===== src/rtl/fifo_pkg.sv =====
// Shared definitions for the synchronous_fifo read side: default widths,
// output buffer depth, occupancy type and the read-issue room check.
package fifo_pkg;

  localparam int DATA_WIDTH_DEF = 8;
  localparam int SKID_DEPTH     = 2;

  typedef logic [1:0] occ_t;

  // True when the buffer can absorb one more word after this cycle's
  // arrival and departure.
  function automatic logic has_room(input occ_t occ, input logic infl, input logic pop);
    int unsigned fill;
    fill = int'(occ) + int'(infl) - int'(pop);
    return (fill < SKID_DEPTH);
  endfunction

endpackage


===== src/rtl/fifo_rd_stream_if.sv =====
// FIFO read port plus consumer stream bundled as one interface.
// Stream: a beat moves when m_valid & m_ready on a rising clk edge; once
// m_valid is high, m_valid and m_data hold until that beat moves.
interface fifo_rd_stream_if #(
  parameter int DATA_WIDTH = fifo_pkg::DATA_WIDTH_DEF
);

  logic                  fifo_empty;
  logic [DATA_WIDTH-1:0] fifo_data_out;
  logic                  fifo_r_en;
  logic                  m_valid;
  logic                  m_ready;
  logic [DATA_WIDTH-1:0] m_data;

  modport master (
    input  fifo_empty, fifo_data_out, m_ready,
    output fifo_r_en, m_valid, m_data
  );

  modport slave (
    output fifo_empty, fifo_data_out, m_ready,
    input  fifo_r_en, m_valid, m_data
  );

endinterface


===== src/rtl/fifo_rd_stream_rd_skid_buf.sv =====
// Two-entry register buffer with 1-bit head/tail pointers and occupancy.
// The head entry is always registered; a pushed word never bypasses to it.
module rd_skid_buf
  import fifo_pkg::*;
#(
  parameter int DATA_WIDTH = DATA_WIDTH_DEF
) (
  input  logic                  clk,
  input  logic                  rst_n,
  input  logic                  push,
  input  logic [DATA_WIDTH-1:0] push_data,
  input  logic                  pop,
  output occ_t                  occ,
  output logic [DATA_WIDTH-1:0] head_data
);

  logic [DATA_WIDTH-1:0] mem_q [SKID_DEPTH];
  logic [DATA_WIDTH-1:0] mem_d [SKID_DEPTH];
  logic                  head_q, head_d;
  logic                  tail_q, tail_d;
  occ_t                  occ_q, occ_d;

  always_comb begin
    mem_d  = mem_q;
    head_d = head_q;
    tail_d = tail_q;
    occ_d  = occ_q;
    if (push) begin
      mem_d[tail_q] = push_data;
      tail_d        = ~tail_q;
    end
    if (pop) begin
      head_d = ~head_q;
    end
    // Push and pop together leave occupancy unchanged.
    case ({push, pop})
      2'b10:   occ_d = occ_q + 2'd1;
      2'b01:   occ_d = occ_q - 2'd1;
      default: occ_d = occ_q;
    endcase
  end

  always_ff @(posedge clk) begin
    if (!rst_n) begin
      for (int i = 0; i < SKID_DEPTH; i++) mem_q[i] <= '0;
      head_q <= 1'b0;
      tail_q <= 1'b0;
      occ_q  <= '0;
    end else begin
      mem_q  <= mem_d;
      head_q <= head_d;
      tail_q <= tail_d;
      occ_q  <= occ_d;
    end
  end

  assign occ       = occ_q;
  assign head_data = mem_q[head_q];

endmodule


===== src/rtl/fifo_rd_stream.sv =====
// Read-side adapter for synchronous_fifo: issues pops, absorbs the one-cycle
// read latency in a 2-entry buffer and counts delivered stream beats.
module fifo_rd_stream
  import fifo_pkg::*;
#(
  parameter int DATA_WIDTH = DATA_WIDTH_DEF,
  parameter int CNT_WIDTH  = 16
) (
  input  logic                 clk,
  input  logic                 rst_n,
  fifo_rd_stream_if.master     bus,
  output logic [CNT_WIDTH-1:0] beat_cnt,
  output logic                 idle
);

  logic                 infl_q, infl_d;
  logic [CNT_WIDTH-1:0] cnt_q, cnt_d;
  occ_t                 occ;
  logic                 pop;
  logic                 r_en;
  logic [DATA_WIDTH-1:0] head_data;

  rd_skid_buf #(.DATA_WIDTH(DATA_WIDTH)) u_buf (
    .clk       (clk),
    .rst_n     (rst_n),
    .push      (infl_q),
    .push_data (bus.fifo_data_out),
    .pop       (pop),
    .occ       (occ),
    .head_data (head_data)
  );

  // m_ready reaches fifo_r_en combinationally so a pop frees room the same cycle.
  always_comb begin
    pop    = (occ != '0) & bus.m_ready;
    r_en   = ~bus.fifo_empty & rst_n & has_room(occ, infl_q, pop);
    infl_d = r_en;
    cnt_d  = cnt_q;
    if (pop) cnt_d = cnt_q + 1'b1;
  end

  always_ff @(posedge clk) begin
    if (!rst_n) begin
      infl_q <= 1'b0;
      cnt_q  <= '0;
    end else begin
      infl_q <= infl_d;
      cnt_q  <= cnt_d;
    end
  end

  assign bus.fifo_r_en = r_en;
  assign bus.m_valid   = (occ != '0);
  assign bus.m_data    = head_data;
  assign beat_cnt      = cnt_q;
  assign idle          = (occ == '0) & ~infl_q;

endmodule


===== src/flat_wrapper.sv =====
// flat-port wrapper written by rule: the top's interface ports become plain ports
module fifo_rd_stream_flat import fifo_pkg::*;
#(
  parameter int DATA_WIDTH = DATA_WIDTH_DEF,
  parameter int CNT_WIDTH  = 16
)
  (clk, rst_n, beat_cnt, idle, bus_fifo_empty, bus_fifo_data_out, bus_m_ready, bus_fifo_r_en, bus_m_valid, bus_m_data);
  fifo_rd_stream_if #(.DATA_WIDTH(DATA_WIDTH)) bus_i ();
  input  logic clk;
  input  logic rst_n;
  output logic [CNT_WIDTH-1:0] beat_cnt;
  output logic idle;
  input wire logic [$bits(bus_i.fifo_empty)-1:0] bus_fifo_empty;
  input wire logic [$bits(bus_i.fifo_data_out)-1:0] bus_fifo_data_out;
  input wire logic [$bits(bus_i.m_ready)-1:0] bus_m_ready;
  output wire logic [$bits(bus_i.fifo_r_en)-1:0] bus_fifo_r_en;
  output wire logic [$bits(bus_i.m_valid)-1:0] bus_m_valid;
  output wire logic [$bits(bus_i.m_data)-1:0] bus_m_data;
  assign bus_i.fifo_empty = bus_fifo_empty;
  assign bus_i.fifo_data_out = bus_fifo_data_out;
  assign bus_i.m_ready = bus_m_ready;
  assign bus_fifo_r_en = bus_i.fifo_r_en;
  assign bus_m_valid = bus_i.m_valid;
  assign bus_m_data = bus_i.m_data;
  fifo_rd_stream #(.DATA_WIDTH(DATA_WIDTH), .CNT_WIDTH(CNT_WIDTH)) u_core (.clk(clk), .rst_n(rst_n), .bus(bus_i), .beat_cnt(beat_cnt), .idle(idle));
endmodule

===== config.mk =====
export PLATFORM = sky130hd
export DESIGN_NAME = fifo_rd_stream_flat
export DESIGN_NICKNAME = d
export VERILOG_FILES = /design/src/rtl/fifo_pkg.sv /design/src/rtl/fifo_rd_stream_if.sv /design/src/rtl/fifo_rd_stream_rd_skid_buf.sv /design/src/rtl/fifo_rd_stream.sv /design/src/flat_wrapper.sv
export SDC_FILE = /design/constraint.sdc
export NUM_CORES = 1
export LEC_CHECK = 0
export ABC_AREA = 1
export ABC_CLOCK_PERIOD_IN_PS = 2350
export CAP_MARGIN = 20
export CORE_ASPECT_RATIO = 0.7
export CORE_MARGIN = 10
export CORE_UTILIZATION = 50
export DETAILED_ROUTE_END_ITERATION = 10
export HOLD_SLACK_MARGIN = 0.03
export PLACE_DENSITY = 0.8
export SLEW_MARGIN = 20
export SYNTH_ARGS = -nofsm -noshare
export SYNTH_HDL_FRONTEND = slang
export SYNTH_SLANG_ARGS = --single-unit

===== constraint.sdc =====
create_clock -name clk -period 2.35 [get_ports clk]
set_input_delay 0.235 -clock clk [delete_from_list [all_inputs] [get_ports clk]]
set_output_delay 0.235 -clock clk [all_outputs]
set_load 0.05 [all_outputs]

==> qor.txt <==
Top cell type by total area after synthesis = sky130_fd_sc_hd__dfxtp_1
Dominant cell by count in the synthesized netlist = sky130_fd_sc_hd__nor2_1
Final #Nets = 322
Yosys top cell area share = 40.91%
Vias in the first global route = 1604
Die extent in y = 70.35 um
Clock latency of the later-clocked register in the worst-skew pair = 0.30 ns
Async set-or-reset flop fraction in the synthesized netlist = 0%
Kind of launch point of the worst setup path = register
Overall power consumption = 2.309 mW
Clk sinks = 37
Antenna violations before repair = 0
Switching power total = 992.5 uW
Period utilization = 95.51%
Xor/xnor share of the synthesized area = 0%
Layout filler cell count = 311
Die outline width = 91.92 um
Overall die area = 6466 sq um
Most area-consuming cells after synthesis = sky130_fd_sc_hd__dfxtp_1 (41%), sky130_fd_sc_hd__nor2_1 (13%), sky130_fd_sc_hd__nand2_1 (10%)
Combinational family with the most area after synthesis = simple AND/OR/NAND/NOR gates
Worst-path clk slew = 0.07 ns
First-pass DRT Iterations = 5
Combined area of the multi-input logic cells = 982.2 sq um
Most frequent cells after synthesis = sky130_fd_sc_hd__nor2_1 (61), sky130_fd_sc_hd__nand2_1 (49), sky130_fd_sc_hd__dfxtp_1 (37), sky130_fd_sc_hd__inv_1 (26), sky130_fd_sc_hd__o21ai_0 (26)
Gate count of the mapped netlist = 255
Internal portion of total power = 1.316 mW
Layout-stage area growth over the synthesis result = 34.14%
Number of enable-type register cells in the synthesized netlist = 0
Fraction of the mapped netlist area in adder cells = 6.634%
Final-report setup violation count = 0
Endpoints failing hold = 0
Cell Rows = 18
Kind of capture point of the worst setup path = output pin
Remaining routing DRC violations = 0
YS warnings = 0
Max H-tree Level = 2
Cell family with the largest share of critical-path delay = adder cells
Starting utilization of the core area = 51.53%
Data arrival time at the worst-slack endpoint = 2.01 ns
Mapped cell area = 1810 sq um
Root buffer cell = sky130_fd_sc_hd__clkbuf_8
Wire length after detailed routing = 4378 um
GRT Util Overall = 13.39%
DP HPWL = 3207 um
Run status = complete, no violations
Final weighted congestion in routability-driven placement = 0.8656
Proportion of power drawn by combinational gates = 45.4%
Final clock skew = 0.001842 ns
Top fanout value on the critical path = 5
Clock power frac = 19.3%
Number of top-level pins = 39
Leftover overflow at the end of global routing = 0
Sequential fraction of the synthesis area = 40.91%
Critical path cell sequence = ha_4 > inv_4 > ha_4 > inv_1 > ha_2 > ha_2 > nor2_1 > nand3_1 > a21oi_2 > buf_12
Final hold slack = 0.4863 ns
Required @ worst endpoint = 2.12 ns
Cell Count, Final, Fillers Out = 352
Number of design-rule violations left by the first detailed-router iteration = 88
Compound-gate portion of the synthesized area = 12.72%
Port Buf Inserts = 38
Average wire length per cell after detail routing = 12.44 um
Standard cell with the maximum stage delay on the critical path = sky130_fd_sc_hd__dfxtp_4
TritonCTS clock tree = built
Shortest clock period the worst path allows after layout = 2.244 ns
Simple-Gate Fraction of Synth Area = 33.03%
Mux contribution to synthesized area = 0%
Ys flop type = sky130_fd_sc_hd__dfxtp_1
Number of distinct library cell variants in the gate-level netlist after synthesis = 24
Pwr Density = 950.7 nW/um^2
Storage cell area = 749.5 sq um
Post-synthesis net count = 276
CTS Buf Count = 5
Leakage dissipation = 0.9656 nW
Headroom to the max-slew limit = 65.78%
Max-slew violations = 0
N_diodes = 0
Fmax = 445.6 MHz
Post-synthesis sequential element count = 37
Hold Path Class = register to register
Total of hold buffers inserted after clock tree synthesis = 0
Proportion of layout cells with a drive suffix above 1 = 11.59%
Maximum vdd ir drop = 0.6807 mV
Count of max-cap constraint violations = 0
Switching part of the total power = 42.99%
Largest net degree at the start of global routing = 34
DR vias = 1713
Biggest cell delay along the critical path = 0.39 ns
Flop pwr share = 35.3%
Clock Path Buffers = 2
Syn_area_per_cell = 7.100 sq um
Global-route wire length before repair = 7251 um
Number of buffers and inverters on the critical path = 3
Number of antenna-violating nets in the routed design = 0
Routed vias/inst = 4.866
Area of the core = 3513 sq um
Slew @ Worst Pin = 0.5117 ns
Placed Cells = 341
Critical path start-end classification = register to output pin
-- placed cells by master, fill, tap and decap left out, types with 4 or more instances in the layout --
master                            netlist  routed
sky130_fd_sc_hd__nor2_1                61      61
sky130_fd_sc_hd__nand2_1               49      49
sky130_fd_sc_hd__clkdlybuf4s50_1        0      37
sky130_fd_sc_hd__dfxtp_1               37      34
sky130_fd_sc_hd__o21ai_0               26      26
sky130_fd_sc_hd__inv_1                 26      24
sky130_fd_sc_hd__nand3_1               11      11
sky130_fd_sc_hd__a21oi_1               12      11
sky130_fd_sc_hd__clkbuf_8               0       5
sky130_fd_sc_hd__nor2_4                 4       4
sky130_fd_sc_hd__ha_1                   8       4
sky130_fd_sc_hd__buf_4                  0       4
-- worst paths after layout --
check / endpoint / startpoint / depth (start not counted) / slack (ns)
worst max-delay path: bus_fifo_r_en / u_core.infl_q / 10 / 0.11
worst min-delay path: u_core.u_buf.mem_q[2] / u_core.u_buf.mem_q[2] / 2 / 0.49
worst max register to register: u_core.infl_q / u_core.infl_q / 9 / 0.74
worst min register to register: u_core.u_buf.mem_q[2] / u_core.u_buf.mem_q[2] / 2 / 0.49
-- worst min-delay path, delay by kind of cell, from the launching register on --
kind / cells / cell delay [ns]
and+or+nand+nor: 2 / 0.13
DFF: 1 / 0.33
-- final cells by class --
| cell class | count | share of cell area, % |
|---|---|---|
| Multi-Input combinational cell | 186 | 40.44 |
| Sequential cell | 37 | 30.86 |
| Timing Repair Buffer | 43 | 18.13 |
| Inverter | 28 | 4.431 |
| Clock buffer | 5 | 2.834 |
| Tap cell | 50 | 2.576 |
| Clock inverter | 3 | 0.7213 |
-- power by group through the flow --
stage / Clock, mW / Combinational, mW / Sequential (mW)
after floorplan: 0 / 0.626 / 0.837
after global placement: 0 / 0.945 / 0.815
after detailed placement: 0 / 0.958 / 0.821
after CTS: 0.446 / 1.01 / 0.805
after global routing: 0.472 / 1.14 / 0.829
final: 0.445 / 1.05 / 0.816
-- flip-flops by register name (all words and copies together) (netlist names) --
register / cells
u_core.u_buf.mem_q: 16
u_core.u_buf.occ: 2
u_core.beat_cnt: 16
u_core.infl_q: 1
u_core.u_buf.head_q: 1
u_core.u_buf.tail_q: 1
-- metrics by stage --
stage | setup TNS, ns | instance area, sq um | worst slack, ns | util (%)
2_1_floorplan | 0 | 1814 | 0.1271 | -
3_3_place_gp | 0 | 2266 | 0.2186 | 64.49
3_5_place_dp | 0 | 2266 | 0.1443 | 64.49
4_1_cts | 0 | 2380 | 0.01045 | 67.74
5_1_grt | -0.02541 | 2429 | -0.02541 | 69.12
6_report | 0 | 2429 | 0.1056 | 69.12
-- timing repair --
item	in CTS	in global routing
setup endpoints to repair	1	1
pin swaps	0	3
setup buffers	1	2
gates resized for setup	4	9
-- kinds of logic after synthesis --
family                     after synthesis
and+or+nand+nor                        135
buffers and inverters                   32
AOI/OAI and AO/OA                       42
DFF                                     37
adders and majority gates                9
-- per-layer routing --
metal  GRT usage, %  routed length [um]
met5              0                   0
met4          5.290                  65
met3          5.123                 324
met2          21.33                1973
met1          15.81                2014
No activity file was read; power rests on OpenSTA's default activity.
